File: src/rtl/uninasoc_pkg.sv
// rtl/uninasoc_pkg.sv - SoC-wide constants, register offsets and AXI types shared by peripherals
package uninasoc_pkg;

  localparam int NUM_GPIO_IN    = 1;
  localparam int NUM_GPIO_OUT   = 0;
  // Main memory and UART are always present; each GPIO block adds one slave port.
  localparam int NUM_AXI_SLAVES = 2 + NUM_GPIO_IN + NUM_GPIO_OUT;

  typedef enum logic [1:0] {
    AXI_RESP_OKAY   = 2'b00,
    AXI_RESP_EXOKAY = 2'b01,
    AXI_RESP_SLVERR = 2'b10,
    AXI_RESP_DECERR = 2'b11
  } axi_resp_t;

  // Word index within the GPIO-in block (address bits [3:2]).
  localparam logic [1:0] GPIO_IN_DATA       = 2'd0;
  localparam logic [1:0] GPIO_IN_IRQ_EN     = 2'd1;
  localparam logic [1:0] GPIO_IN_IRQ_STATUS = 2'd2;
  localparam logic [1:0] GPIO_IN_EDGE_SEL   = 2'd3;

  typedef enum logic { W_IDLE, W_RESP } wr_state_t;
  typedef enum logic { R_IDLE, R_RESP } rd_state_t;

  function automatic logic [31:0] strb_mask(input logic [3:0] strb);
    logic [31:0] mask;
    for (int i = 0; i < 4; i++) begin
      mask[8*i +: 8] = {8{strb[i]}};
    end
    return mask;
  endfunction

endpackage

File: src/rtl/gpio_sync.sv
// rtl/gpio_sync.sv - parameterized-width two-flop synchronizer for asynchronous pins
module gpio_sync #(
  parameter int WIDTH = 1
) (
  input  logic             clk,
  input  logic             resetn,
  input  logic [WIDTH-1:0] pins,
  output logic [WIDTH-1:0] sync
);

  logic [WIDTH-1:0] meta;

  always_ff @(posedge clk) begin
    if (!resetn) begin
      meta <= '0;
      sync <= '0;
    end else begin
      meta <= pins;
      sync <= meta;
    end
  end

endmodule

File: src/rtl/axi_gpio_in.sv
// rtl/axi_gpio_in.sv - AXI4-Lite GPIO input block with per-pin edge interrupts
module axi_gpio_in
  import uninasoc_pkg::*;
#(
  parameter int NUM_GPIO   = 8,
  parameter int ADDR_WIDTH = 32
) (
  input  logic                  clock_i,
  input  logic                  reset_ni,
  input  logic [NUM_GPIO-1:0]   gpio_in_i,
  output logic                  irq_o,
  input  logic [ADDR_WIDTH-1:0] s_axilite_awaddr,
  input  logic                  s_axilite_awvalid,
  output logic                  s_axilite_awready,
  input  logic [31:0]           s_axilite_wdata,
  input  logic [3:0]            s_axilite_wstrb,
  input  logic                  s_axilite_wvalid,
  output logic                  s_axilite_wready,
  output logic [1:0]            s_axilite_bresp,
  output logic                  s_axilite_bvalid,
  input  logic                  s_axilite_bready,
  input  logic [ADDR_WIDTH-1:0] s_axilite_araddr,
  input  logic                  s_axilite_arvalid,
  output logic                  s_axilite_arready,
  output logic [31:0]           s_axilite_rdata,
  output logic [1:0]            s_axilite_rresp,
  output logic                  s_axilite_rvalid,
  input  logic                  s_axilite_rready
);

  logic [NUM_GPIO-1:0] pin_sync, pin_prev, irq_en, irq_status, edge_sel;
  logic [NUM_GPIO-1:0] edge_hit, lane_mask, wr_bits, w1c, w_data_q;
  logic [31:0]         byte_mask, rd_val;
  logic [1:0]          aw_idx_q, wr_idx;
  logic [3:0]          w_strb_q, wr_strb;
  logic                ports_on, aw_held, w_held, aw_fire, w_fire, ar_fire, wr_commit;
  wr_state_t           wr_state, wr_next;
  rd_state_t           rd_state, rd_next;
  logic                unused;

  assign unused = ^{s_axilite_awaddr, s_axilite_araddr, s_axilite_wdata, byte_mask};

  gpio_sync #(.WIDTH(NUM_GPIO)) u_sync (
    .clk    (clock_i),
    .resetn (reset_ni),
    .pins   (gpio_in_i),
    .sync   (pin_sync)
  );

  // EDGE_SEL bit 0 picks rising, 1 picks falling.
  assign edge_hit = (edge_sel & ~pin_sync & pin_prev) | (~edge_sel & pin_sync & ~pin_prev);

  assign aw_fire   = s_axilite_awvalid & s_axilite_awready;
  assign w_fire    = s_axilite_wvalid & s_axilite_wready;
  assign ar_fire   = s_axilite_arvalid & s_axilite_arready;
  assign wr_idx    = aw_held ? aw_idx_q : s_axilite_awaddr[3:2];
  assign wr_bits   = w_held ? w_data_q : s_axilite_wdata[NUM_GPIO-1:0];
  assign wr_strb   = w_held ? w_strb_q : s_axilite_wstrb;
  assign byte_mask = strb_mask(wr_strb);
  assign lane_mask = byte_mask[NUM_GPIO-1:0];
  assign wr_commit = (wr_state == W_IDLE) && (aw_held || aw_fire) && (w_held || w_fire);
  assign w1c       = (wr_commit && wr_idx == GPIO_IN_IRQ_STATUS) ? (wr_bits & lane_mask) : '0;

  always_comb begin
    wr_next           = wr_state;
    s_axilite_awready = 1'b0;
    s_axilite_wready  = 1'b0;
    s_axilite_bvalid  = 1'b0;
    unique case (wr_state)
      W_IDLE: begin
        // A channel already held is not re-accepted until the pair completes.
        s_axilite_awready = ports_on & ~aw_held;
        s_axilite_wready  = ports_on & ~w_held;
        if (wr_commit) wr_next = W_RESP;
      end
      W_RESP: begin
        s_axilite_bvalid = 1'b1;
        if (s_axilite_bready) wr_next = W_IDLE;
      end
      default: wr_next = W_IDLE;
    endcase
  end

  always_ff @(posedge clock_i) begin
    if (!reset_ni) begin
      wr_state        <= W_IDLE;
      aw_held         <= 1'b0;
      w_held          <= 1'b0;
      aw_idx_q        <= '0;
      w_data_q        <= '0;
      w_strb_q        <= '0;
      s_axilite_bresp <= AXI_RESP_OKAY;
    end else begin
      wr_state <= wr_next;
      if (wr_commit) begin
        aw_held         <= 1'b0;
        w_held          <= 1'b0;
        s_axilite_bresp <= (wr_idx == GPIO_IN_DATA) ? AXI_RESP_SLVERR : AXI_RESP_OKAY;
      end else begin
        if (aw_fire) begin
          aw_held  <= 1'b1;
          aw_idx_q <= s_axilite_awaddr[3:2];
        end
        if (w_fire) begin
          w_held   <= 1'b1;
          w_data_q <= s_axilite_wdata[NUM_GPIO-1:0];
          w_strb_q <= s_axilite_wstrb;
        end
      end
    end
  end

  always_ff @(posedge clock_i) begin
    if (!reset_ni) begin
      ports_on   <= 1'b0;
      pin_prev   <= '0;
      irq_en     <= '0;
      irq_status <= '0;
      edge_sel   <= '0;
      irq_o      <= 1'b0;
    end else begin
      ports_on   <= 1'b1;
      pin_prev   <= pin_sync;
      // A fresh edge outranks a simultaneous clear of the same bit.
      irq_status <= (irq_status & ~w1c) | edge_hit;
      irq_o      <= |(irq_status & irq_en);
      if (wr_commit && wr_idx == GPIO_IN_IRQ_EN)
        irq_en <= (irq_en & ~lane_mask) | (wr_bits & lane_mask);
      if (wr_commit && wr_idx == GPIO_IN_EDGE_SEL)
        edge_sel <= (edge_sel & ~lane_mask) | (wr_bits & lane_mask);
    end
  end

  always_comb begin
    rd_val = '0;
    case (s_axilite_araddr[3:2])
      GPIO_IN_DATA:       rd_val = 32'(pin_sync);
      GPIO_IN_IRQ_EN:     rd_val = 32'(irq_en);
      GPIO_IN_IRQ_STATUS: rd_val = 32'(irq_status);
      GPIO_IN_EDGE_SEL:   rd_val = 32'(edge_sel);
      default:            rd_val = '0;
    endcase
  end

  always_comb begin
    rd_next           = rd_state;
    s_axilite_arready = 1'b0;
    s_axilite_rvalid  = 1'b0;
    unique case (rd_state)
      R_IDLE: begin
        s_axilite_arready = ports_on;
        if (ar_fire) rd_next = R_RESP;
      end
      R_RESP: begin
        s_axilite_rvalid = 1'b1;
        if (s_axilite_rready) rd_next = R_IDLE;
      end
      default: rd_next = R_IDLE;
    endcase
  end

  always_ff @(posedge clock_i) begin
    if (!reset_ni) begin
      rd_state        <= R_IDLE;
      s_axilite_rdata <= '0;
      s_axilite_rresp <= AXI_RESP_OKAY;
    end else begin
      rd_state <= rd_next;
      if (ar_fire) begin
        s_axilite_rdata <= rd_val;
        s_axilite_rresp <= AXI_RESP_OKAY;
      end
    end
  end

endmodule

File: config.mk
export PLATFORM = sky130hd
export DESIGN_NAME = axi_gpio_in
export DESIGN_NICKNAME = d
export VERILOG_FILES = /design/src/rtl/uninasoc_pkg.sv /design/src/rtl/gpio_sync.sv /design/src/rtl/axi_gpio_in.sv
export SDC_FILE = /design/constraint.sdc
export NUM_CORES = 1
export LEC_CHECK = 0
export ABC_AREA = 1
export ABC_CLOCK_PERIOD_IN_PS = 1800
export CAP_MARGIN = 40
export CORE_MARGIN = 2
export CORE_UTILIZATION = 50
export DETAILED_ROUTE_END_ITERATION = 10
export DONT_BUFFER_PORTS = 1
export HOLD_SLACK_MARGIN = 0.03
export PLACE_DENSITY = 0.7
export SLEW_MARGIN = 20
export SYNTH_ARGS = -nofsm -noshare
export SYNTH_HDL_FRONTEND = slang
export SYNTH_SLANG_ARGS = --single-unit
File: constraint.sdc
create_clock -name clock_i -period 1.8 [get_ports clock_i]
set_clock_uncertainty 0.2 [all_clocks]
set_input_delay 0.27 -clock clock_i [delete_from_list [all_inputs] [get_ports clock_i]]
set_output_delay 0.27 -clock clock_i [all_outputs]
set_load 0.01 [all_outputs]
-- Word level (Yosys, flattened, before mapping)
Cells that the tools add are included.
- register bits: 99
- input port bits: 115
- output and inout bits: 42
- logic and storage cells: 83
- equality and inequality tests: 6
- muxes and demuxes: 18
- bitwise logic cells: 29
- reduce and logical (&&, ||, !) cells: 13
- operators with widths (cell ; count):
    32-bit one-hot mux with 4 select lines ; 1
    8-bit bitwise AND ; 9
    8-bit NOT ; 5
    8-bit bitwise OR ; 4
    8-bit 2-to-1 mux ; 2
    1-bit 2-to-1 mux ; 11
    2-bit equality test (second input constant) ; 4
    8-bit OR reduction ; 1
    1-bit NOT ; 6
    1-bit bitwise AND ; 5
    1-bit logical AND ; 5
    2-bit by 1-bit equality test with 1-bit output (second input constant) ; 2
    2-bit logical NOT ; 2
    2-bit 2-to-1 mux ; 2
    1-bit one-hot mux with 2 select lines ; 2
    2-bit AND reduction ; 2
    1-bit logical OR ; 2
    2-bit OR reduction ; 1

-- Logic depth before layout (Yosys ltp)
- word-level depth: 12
- gate-level depth with buffers: 10
- gate-level depth less buffers: 10

-- Cells and area by module
From an unflattened synthesis, not the netlist that was laid out.
- cell total of the unflattened synthesis: 467
- area total of the unflattened synthesis: 3400.8 µm²
- modules (own cells, without submodules) (module ; instances ; cells each ; area each (µm²) ; seq. area each (µm²)):
    axi_gpio_in ; 1 ; 417 ; 2916.5 ; 1161.1
    gpio_sync ; 1 ; 50 ; 484.2 ; 320.3

-- Worst setup path after synthesis
No wires, ideal clock.
- path type: register to register
- start: reg wr_state
- end: reg w_data_q[6]
- library setup time: 0.119 ns
- arrival time: 1.277 ns
- data required time: 1.481 ns
- slack: 0.204 ns
- cell stages (with the launch flop): 10
- path buffers: 1
- period minus slack after synthesis: 1.596 ns
- cells stage by stage: dfxtp_1 clkinv_2 nand2_2 nor2_1 nand2_1 inv_1 nand2_2 buf_4 o21ai_0 a21oi_1
- elaborated cells on any way between the ends: 11
- classes of those cells: mux: 2; bitwise: 4; reduce/logical: 5
- RTL lines (element ; RTL line ; RTL):
    start, declared ; axi_gpio_in.sv:37 ; wr_state_t wr_state, wr_next;
    start signal, assigned ; axi_gpio_in.sv:94 ; wr_state <= wr_next;
    1-bit 2-to-1 mux * ; axi_gpio_in.sv:69 ; unique case (wr_state)
    named net s_axilite_wready ; axi_gpio_in.sv:18 ; output logic s_axilite_wready,
    1-bit bitwise AND * ; axi_gpio_in.sv:54 ; assign w_fire = s_axilite_wvalid & s_axilite_wready;
    1-bit logical OR ; axi_gpio_in.sv:61 ; assign wr_commit = (wr_state == W_IDLE) && (aw_held || aw_fire) && (w_held || w_fire);
    1-bit logical AND ; axi_gpio_in.sv:61 ;
    1-bit NOT (no source line) ; -- ;
    2-bit AND reduction (no source line) * ; -- ;
    end signal, assigned ; axi_gpio_in.sv:106 ; w_data_q <= s_axilite_wdata[NUM_GPIO-1:0];
    end, declared ; axi_gpio_in.sv:32 ; logic [NUM_GPIO-1:0] edge_hit, lane_mask, wr_bits, w1c, w_data_q;
The timed path passes the listed nets; every way through them passes the cells marked *.
A chain may end at the register's enable or synchronous reset.

==> flow_summary.json <==
{
  "worst_pin_slew_ns": 0.539,
  "maxCapViolations": 0,
  "path_max_fanout": 11,
  "grt_busiest_layer": "met2",
  "viasPerCell": 4.87,
  "gr-usage-all-layers_pct": 20.2,
  "fp-row-count": 29,
  "synthCells": 468,
  "final_core_util_pct": 60.7,
  "ctsHtreeMaxLevel": 3,
  "clockBufferDepth": 2,
  "powerDensity_nw_per_um2": 977,
  "yosysWarnings": 0,
  "clk_pin_slew_ns": 0.08,
  "antenna_cells": 0,
  "worst-setup-path-type": "register to register",
  "tritoncts": "done",
  "rrSetupSlack_ns": 0.09,
  "first_iter_violations": 148,
  "cp_slowest_stage_delay_ns": 0.33,
  "gp_congestion": 0.854,
  "antenna_found_initial": 0,
  "crit_slowest_cell": "dfxtp_1",
  "fmax_mhz": 585,
  "critPathCaptureType": "register",
  "multiInputGateArea_sq_um": 1360,
  "synth_seq_cells": 74,
  "startpoint_type": "register",
  "crit_buf_inv": 2,
  "syn_avg_cell_area_sq_um": 7.11,
  "io_buffers": 0,
  "grt_util_met1_pct": 25.9,
  "wl_per_cell_microns": 12.5,
  "grt_pass1_vias": 2479,
  "grt_first_pass_wirelength_microns": 11500,
  "nFillCells": 574,
  "cts_sinks": 74,
  "drc": 0,
  "p_leak_nw": 1.80,
  "die_h_microns": 85.6,
  "num_io_pins": 157,
  "hold_class": "input port to register",
  "setup_viol": 0,
  "status": "finished clean",
  "initial_core_util_pct": 52.1,
  "grt.met2_usage_pct": 33.0,
  "use_met3_pct": 4.91,
  "firstDrtPassIters": 4,
  "regArea_sq_um": 1480,
  "drive_above_1_share_pct": 8.68,
  "clk-insertion-delay-late_ns": 0.34,
  "die_area_sq_um": 7320,
  "cp.arrival_ns": 1.74,
  "syn2layout_area_growth_pct": 16.5,
  "fin_total_pwr_mw": 3.79,
  "crit_family": "simple AND/OR/NAND/NOR gates",
  "cts_root_buf": "clkbuf_8",
  "cts_buffers": 9,
  "required_ns": 1.83,
  "irDropWorstVdd_v": 0.000674,
  "drtAntennaViolNets": 0,
  "hold_violations": 0,
  "grt-ovfl-total": 0,
  "synth_cell_types": 29,
  "syn_area_sq_um": 3330,
  "max-slew-margin-rel_pct": 64.0,
  "grt_max_degree": 62,
  "path_cells": "clkinv_2 -> nand2_2 -> o21bai_4 -> nand2_2 -> nor2_4 -> buf_12 -> nand2_4 -> o21ai_0 -> nor2_1",
  "post-dp-hpwl_microns": 4890,
  "yosysSeqAreaShare_pct": 44.5,
  "min_period_ns": 1.71,
  "wl_microns": 7320,
  "cpMostUsedCell": "nand2_2",
  "vias": 2843,
  "nets": 617,
  "die_w_microns": 85.6,
  "drv_slew": 0,
  "core_area_sq_um": 6390,
  "timing.final.crit_share_pct": 94.9
}
==> layout by cell type (no fill, tap or decap), types with 6 or more instances in the layout <==
cell type      Yosys  layout
dfxtp_1           74      73
a21oi_1           35      35
nand3_1           11      11
conb_1             1      27
clkbuf_8           0      11
o21ai_0           55      51
inv_1             79      79
nor2_1            62      61
a31oi_1            8       8
dlygate4sd3_1      0      24
buf_4             29      11
nand2_1           77      77
o22ai_1            6       6
==> cells in the mapped netlist <==
cell | n | share of area (%)
inv_1 | 79 | 8.9
nand2_1 | 77 | 8.7
dfxtp_1 | 74 | 45
nor2_1 | 62 | 7.0
o21ai_0 | 55 | 8.3
a21oi_1 | 35 | 5.3
buf_4 | 29 | 6.5
nand3_1 | 11 | 1.7
a31oi_1 | 8 | 1.5
clkbuf_1 | 7 | 0.79
o22ai_1 | 6 | 1.1
clkinv_2 | 3 | 0.45
nand2_2 | 3 | 0.56
buf_2 | 2 | 0.30
nand2_4 | 2 | 0.68
nor2_2 | 2 | 0.38
a21oi_4 | 1 | 0.49
a221oi_1 | 1 | 0.26
a22o_1 | 1 | 0.26
buf_1 | 1 | 0.11
buf_6 | 1 | 0.34
clkinv_1 | 1 | 0.11
conb_1 | 1 | 0.11
nor2_4 | 1 | 0.34
nor3_1 | 1 | 0.15
nor3b_1 | 1 | 0.23
o211ai_1 | 1 | 0.23
o21ai_1 | 1 | 0.15
o21bai_4 | 1 | 0.56
==> per-stage QoR <==
stage	hold WS [ns]	worst slack [ns]	area (sq um)	cells	TNS (ns)
2_1_floorplan	0.0977	0.204	3420	494	0
3_3_place_gp	0.100	0.0793	3310	539	0
3_5_place_dp	0.100	0.00655	3310	539	0
4_1_cts	0.0593	0.0278	3850	582	0
5_1_grt	0.0912	-0.0000782	3870	584	-0.0000782
6_report	0.0724	0.0909	3870	584	0
==> cells by family (layout without fill, tap and decap cells) <==
kind of cell           count (synthesis)  in the layout  synth area share [%]
and+or+nand+nor                      160            160                  19.7
buffers and inverters                123            136                  17.6
AOI/OAI and AO/OA                    110            110                  18.1
DFF                                   74             74                  44.5
other                                  1             27                 0.113
==> where the power goes <==
| part | switching, mW | leakage (nW) | total (mW) | internal (mW) |
|---|---|---|---|---|
| registers | 0.0538 | 0.605 | 1.77 | 1.71 |
| logic | 0.256 | 1.06 | 0.416 | 0.160 |
| clock network | 0.611 | 0.129 | 1.60 | 0.992 |
| total | 0.920 | 1.80 | 3.79 | 2.87 |
==> worst reg2reg max path, delay by kind of cell, from the launching register on <==
family,cells,cell delay (ns)
DFF,1,0.33
AOI/OAI and AO/OA,2,0.33
buffers and inverters,2,0.23
and+or+nand+nor,5,0.51
==> layout make-up <==
type | count | area share [%]
tap | 77 | 2.49
multi-input combinational | 297 | 35.1
inverter | 83 | 8.27
clock inverter | 5 | 2.58
sequential | 74 | 38.3
clock buffer | 11 | 3.91
timing repair buffer | 37 | 9.36
==> final timing paths <==
kind,from,end,cells past startpoint
worst max-delay path,wr_state,register,9
worst min-delay path,s_axilite_wdata[3],register,4
worst max register to register,wr_state,register,9
worst min register to register,u_sync.meta[1],u_sync.sync[1],2
==> repair_timing <==
| item | 4_1_cts | 5_1_grt |
|---|---|---|
| pin swaps | 1 | 0 |
| setup buffers | 2 | 2 |
| gates resized for setup | 0 | 9 |
| hold endpoints to repair | 63 | 0 |
| endpoints found under the setup margin | 1 | 16 |
| hold buffers | 25 | 0 |
==> layer usage <==
layer / share of wire, % / vias to the layer above
met5: 0 / -
met3: 6.8 / 10
met1: 45 / 1268
li1: - / 1478
met4: 1.6 / 0
met2: 47 / 87
No activity file was read; power rests on OpenSTA's default activity.
